`config.mk`:
```
export PLATFORM = sky130hd
export DESIGN_NAME = vidmem_arbiter
export DESIGN_NICKNAME = d
export VERILOG_FILES = /design/src/rtl/vidmem_pkg.sv /design/src/rtl/vidmem_timeout.sv /design/src/rtl/vidmem_arbiter.sv
export SDC_FILE = /design/constraint.sdc
export NUM_CORES = 1
export LEC_CHECK = 0
export ABC_AREA = 1
export BUFFER_PORTS_ARGS = -buffer_cell sky130_fd_sc_hd__buf_2
export CAP_MARGIN = 20
export CORE_AREA = 2 2 100 102
export DETAILED_ROUTE_END_ITERATION = 10
export DIE_AREA = 0 0 102 104
export PLACE_DENSITY_LB_ADDON = 0.1
export SYNTH_ARGS = -nofsm -noshare
export SYNTH_HDL_FRONTEND = slang
export SYNTH_SLANG_ARGS = --single-unit
```
`constraint.sdc`:
```
create_clock -name clock -period 4.03 [get_ports clock]
set_clock_uncertainty 0.05 [all_clocks]
set_input_delay 0.403 -clock clock [delete_from_list [all_inputs] [get_ports clock]]
set_output_delay 0.403 -clock clock [all_outputs]
set_load 0.005 [all_outputs]
```
`src/rtl/vidmem_pkg.sv`:
```
// Shared encodings and framebuffer window defaults for the video memory arbiter.
package vidmem_pkg;

  localparam logic [1:0] STATE_IDLE      = 2'h0;
  localparam logic [1:0] STATE_GRANT_VGA = 2'h1;
  localparam logic [1:0] STATE_GRANT_CPU = 2'h2;

  typedef enum logic [1:0] {
    IDLE      = STATE_IDLE,
    GRANT_VGA = STATE_GRANT_VGA,
    GRANT_CPU = STATE_GRANT_CPU
  } state_t;

  localparam logic [31:0] VIDMEM_DEFAULT  = 32'h00c00000;
  localparam logic [31:0] VIDSIZE_DEFAULT = 32'h00100000;

  // Unsigned offset compare also rejects addresses below the base (they wrap high).
  function automatic logic in_window(input logic [31:0] addr,
                                     input logic [31:0] base,
                                     input logic [31:0] size);
    return (addr - base) < size;
  endfunction

endpackage

```
`src/rtl/vidmem_timeout.sv`:
```
// Per-transaction watchdog: counts granted cycles without an acknowledge.
module vidmem_timeout #(
  parameter int TIMEOUT = 64,
  parameter int CNT_W   = $clog2(TIMEOUT) + 1
) (
  input  logic clock,
  input  logic reset_n,
  input  logic clear,
  input  logic enable,
  output logic hit
);

  logic [CNT_W-1:0] count;

  always_ff @(posedge clock) begin
    if (!reset_n || clear) begin
      count <= '0;
    end else if (enable) begin
      count <= count + 1'b1;
    end
  end

  // Only raised while counting, so a same-cycle acknowledge always wins.
  assign hit = enable && (count == CNT_W'(TIMEOUT - 1));

endmodule

```
`src/rtl/vidmem_arbiter.sv`:
```
// Arbitrates the single memory port between the VGA fetcher (fixed priority)
// and the CPU, with a starvation guard for the CPU and a per-transfer watchdog.
module vidmem_arbiter
  import vidmem_pkg::*;
#(
  parameter int          STARVE_LIMIT = 8,
  parameter int          TIMEOUT      = 64,
  parameter logic [31:0] VIDMEM       = VIDMEM_DEFAULT,
  parameter logic [31:0] VIDSIZE      = VIDSIZE_DEFAULT
) (
  input  logic        clock,
  input  logic        reset_n,
  input  logic        vga_read,
  input  logic [31:0] vga_address,
  output logic        vga_wait,
  output logic [23:0] vga_data,
  input  logic        cpu_cyc,
  input  logic        cpu_we,
  input  logic [31:0] cpu_address,
  input  logic [31:0] cpu_writedata,
  output logic [31:0] cpu_readdata,
  output logic        cpu_wait,
  output logic        mem_req,
  output logic        mem_we,
  output logic [31:0] mem_address,
  output logic [31:0] mem_writedata,
  input  logic [31:0] mem_readdata,
  input  logic        mem_ack,
  output logic        bus_error,
  output logic        vga_range_err
);

  localparam logic [3:0] STREAK_MAX = 4'(STARVE_LIMIT);

  state_t     state;
  state_t     next_state;
  logic [3:0] streak;
  logic       timeout_hit;
  logic       grant_vga;
  logic       grant_cpu;
  logic       req_active;
  logic       vga_done;
  logic       enter_cpu;
  logic       enter_vga;

  assign grant_vga  = (state == GRANT_VGA);
  assign grant_cpu  = (state == GRANT_CPU);
  assign req_active = (grant_vga && vga_read) || (grant_cpu && cpu_cyc);
  assign vga_done   = grant_vga && (mem_ack || timeout_hit);
  assign enter_cpu  = (state == IDLE) && (next_state == GRANT_CPU);
  assign enter_vga  = (state == IDLE) && (next_state == GRANT_VGA);

  // Counter is held clear in IDLE, so every grant starts from zero.
  vidmem_timeout #(
    .TIMEOUT (TIMEOUT)
  ) u_timeout (
    .clock   (clock),
    .reset_n (reset_n),
    .clear   (state == IDLE),
    .enable  (req_active && !mem_ack),
    .hit     (timeout_hit)
  );

  always_ff @(posedge clock) begin
    if (!reset_n) begin
      state         <= IDLE;
      streak        <= '0;
      bus_error     <= 1'b0;
      vga_range_err <= 1'b0;
    end else begin
      state         <= next_state;
      bus_error     <= timeout_hit;
      vga_range_err <= enter_vga && !in_window(vga_address, VIDMEM, VIDSIZE);
      if (!cpu_cyc || enter_cpu) begin
        streak <= '0;
      end else if (vga_done && (streak < STREAK_MAX)) begin
        streak <= streak + 1'b1;
      end
    end
  end

  always_comb begin
    next_state    = state;
    mem_req       = 1'b0;
    mem_we        = 1'b0;
    mem_address   = '0;
    mem_writedata = '0;
    unique case (state)
      IDLE: begin
        if (vga_read && cpu_cyc) begin
          next_state = (streak == STREAK_MAX) ? GRANT_CPU : GRANT_VGA;
        end else if (vga_read) begin
          next_state = GRANT_VGA;
        end else if (cpu_cyc) begin
          next_state = GRANT_CPU;
        end
      end
      GRANT_VGA: begin
        mem_req     = 1'b1;
        mem_address = vga_address;
        if (!vga_read || mem_ack || timeout_hit) next_state = IDLE;
      end
      GRANT_CPU: begin
        mem_req       = 1'b1;
        mem_we        = cpu_we;
        mem_address   = cpu_address;
        mem_writedata = cpu_writedata;
        if (!cpu_cyc || mem_ack || timeout_hit) next_state = IDLE;
      end
      default: next_state = IDLE;
    endcase
  end

  // An aborted transfer completes with zero data rather than bus garbage.
  assign vga_wait     = vga_read && !(grant_vga && (mem_ack || timeout_hit));
  assign cpu_wait     = cpu_cyc && !(grant_cpu && (mem_ack || timeout_hit));
  assign vga_data     = timeout_hit ? 24'h0 : mem_readdata[23:0];
  assign cpu_readdata = timeout_hit ? 32'h0 : mem_readdata;

endmodule
```
==> impl_metrics.csv <==
group,metric,value,unit
die,start_util,21.7,%
global_route,met1_usage,17.3,%
synthesis,synth_fp_nets,542,
timing,max_freq,350,MHz
clocking,clock_path_buffers,2,
die,core,0.00955,mm^2
timing,min_period,2850,ps
global_route,grt_use_total,15.8,%
placement,post-dp-hpwl,7.70,mm
worst_setup_path,slowest_delay,680,ps
timing,rsz0062_at_grt,"no",
die,die-width,102,um
power_and_ir_drop,power_density,162,mW/mm^2
routing,vias,2993,
worst_setup_path,path_cells,"inv_1 -> ha_1 -> nand2_1 -> a21oi_4 -> nand2_4 -> inv_1 -> nor2_1 -> buf_2",
worst_setup_path,required,3580,ps
timing,slew-limit-headroom,34.5,%
routing,wl_per_cell,12.0,um
timing,maxSlewViolCount,0,
final_layout,layout-drive-gt1-share,43.7,%
clocking,postCtsResizedCells,0,
synthesis,synthDistinctLibCells,25,
final_layout,mostFrequentLayoutCell,"buf_2",
routing,drt_pre_antenna_iters,4,
die,io_pins,260,
timing,worst_pin_slew,982,ps
global_route,grt_remaining_overflow,0,
worst_setup_path,worstSetupPathType,"reg -> out",
global_route,met3_usage,3.29,%
routing,wirelength,9.08,mm
clocking,clock_latency,250,ps
routing,viasPerCell,3.94,
clocking,cts_root_buf,"clkbuf_8",
final_layout,final_nets,767,
die,die_area,0.0106,mm^2
synthesis,synthCells,401,
worst_setup_path,critical_path_arrival,2400,ps
worst_setup_path,critPathMaxFanout,32,
status,status,"completed",
worst_setup_path,start_kind,"flip-flop",
synthesis,synth_area,0.00207,mm^2
routing,drc_errors,0,
timing,finalSetupViolations,0,
synthesis,synth-seq-cells,15,
timing,post-route-period-util,70.8,%
final_layout,layout_common_cells,"259 x buf_2, 119 x nand2_1, 92 x inv_1, 51 x nor2_1, 38 x a21oi_1",
worst_setup_path,cpMaxStageDelayCell,"inv_1",
worst_setup_path,cp-end-kind,"primary output",
synthesis,yosysSeqAreaShare,14.5,%
placement,gp_congestion,0.832,
clocking,cts_buffers,3,
timing,final_hold_viol_count,0,
final_layout,fin_cells,759,
clocking,htreeDepth,1,
die,die_y,104,um
power_and_ir_drop,peakVddDrop,0.125,mV
clocking,cts_sinks,15,
clocking,post_cts_buffers,0,
synthesis,synth.avg_cell_area,5.16,um^2
final_layout,postLayoutCoreUtil,35.0,%
die,rows,36,
placement,dp_cells,754,
global_route,grt_max_degree,67,
global_route,antenna_found_initial,2,
clocking,clk_pin_slew_worst_paths,60,ps
clocking,hold_buffers,0,
worst_setup_path,cp_common_cell,"inv_1",
timing,fin_tns_setup,0,ps
global_route,grt_pass1_vias,2806,
routing,ant_nets,0,
clocking,cts_tree,"built",
placement,port-buffer-count,259,
hold_path,hp-class,"in -> reg",
power_and_ir_drop,power.leakage,2.21,nW
global_route,grt-busiest-layer,"met2",
run,maxCapViolCount,0,
routing,drt_iter0_markers,147,
global_route,grt_use_met2,30.4,%
global_route,grt_pass1_wl,13.7,mm
synthesis,ys.warnings.count,0,
final_layout,synthToLayoutAreaGrowth,61.4,%
## flip-flops by register name, indices dropped and copies added (netlist names)
register,cells
vga_range_err,1
streak,4
u_timeout.count,7
bus_error,1
state,2
## cells in the mapped netlist
library cell / number / area, um^2
ha_1: 7 / 87.6
nor3_1: 3 / 15.0
nand3_2: 1 / 10.0
a21oi_1: 38 / 190
xor2_1: 2 / 17.5
nor2_1: 51 / 191
nor3_2: 1 / 10.0
nand2_4: 2 / 22.5
o21ai_1: 1 / 5.00
nand2_2: 1 / 6.26
buf_1: 6 / 22.5
inv_1: 92 / 345
nor3b_1: 1 / 7.51
nand3_1: 11 / 55.1
and3_1: 2 / 12.5
o21bai_2: 1 / 11.3
buf_2: 2 / 10.0
buf_4: 27 / 203
dfxtp_1: 15 / 300
a21oi_4: 1 / 16.3
a21boi_0: 1 / 7.51
nand4_1: 4 / 25.0
o21ai_0: 6 / 30.0
nand2_1: 119 / 447
clkbuf_1: 6 / 22.5
## final timing paths
path / end / startpoint / slack [ps] / depth (start not counted)
worst max-delay path: cpu_readdata[20] / state[1] / 1180 / 8
worst min-delay path: state[1] / reset_n / 430 / 3
worst max register to register: streak[0] / state[1] / 2280 / 11
worst min register to register: u_timeout.count[3] / u_timeout.count[3] / 450 / 2
## final cells by class
type | instances | area [um^2]
clock buffer | 3 | 41.3
clock inverter | 1 | 5.00
tap | 133 | 166
antenna | 1 | 2.50
sequential | 15 | 300
fill | 1125 | 6210
timing repair buffer | 261 | 1310
inverter | 92 | 345
multi-input combinational | 253 | 1170
## worst max-delay path, delay by kind of cell, from the launching register on
| kind | cells | cell delay [ps] |
|---|---|---|
| buf+inv | 3 | 970 |
| fa+ha+maj | 1 | 180 |
| flops | 1 | 350 |
| simple gates | 3 | 350 |
| compound gates | 1 | 300 |
## cell families (layout without fill, tap and decap cells)
| group | Yosys count | after routing | share of synthesized area [%] |
|---|---|---|---|
| and+or+nand+nor | 196 | 196 | 38.7 |
| xor gates and xnor gates | 2 | 2 | 0.846 |
| other | 0 | 1 | 0 |
| adders and majority gates | 7 | 7 | 4.23 |
| AOI/OAI and AO/OA | 48 | 48 | 12.6 |
| buffers and inverters | 133 | 357 | 29.1 |
| DFF | 15 | 15 | 14.5 |
## power by group
part,leakage (nW),switching (mW),total [mW],internal (mW)
Clock,0.0255,0.0526,0.121,0.0684
Sequential,0.121,0.00288,0.154,0.151
Combinational,2.07,0.146,0.267,0.121
Total,2.21,0.201,0.542,0.341
## per-layer routing
metal  up-vias  wire length (um)
li1       1606                 -
met1      1264              3460
met2       107              4680
met3        14               758
met4         2               161
met5         -                17
## through the flow
step	power (mW)	setup WS (ps)	hold WS, ps	instance area, um^2
global placement	0.426	1540	434	3290
detailed placement	0.427	1430	429	3290
floorplan	0.295	2080	406	2070
finish	0.542	1180	434	3340
global route	0.593	905	465	3340
CTS	0.553	1160	437	3340
(Power assumes the default switching activity.)
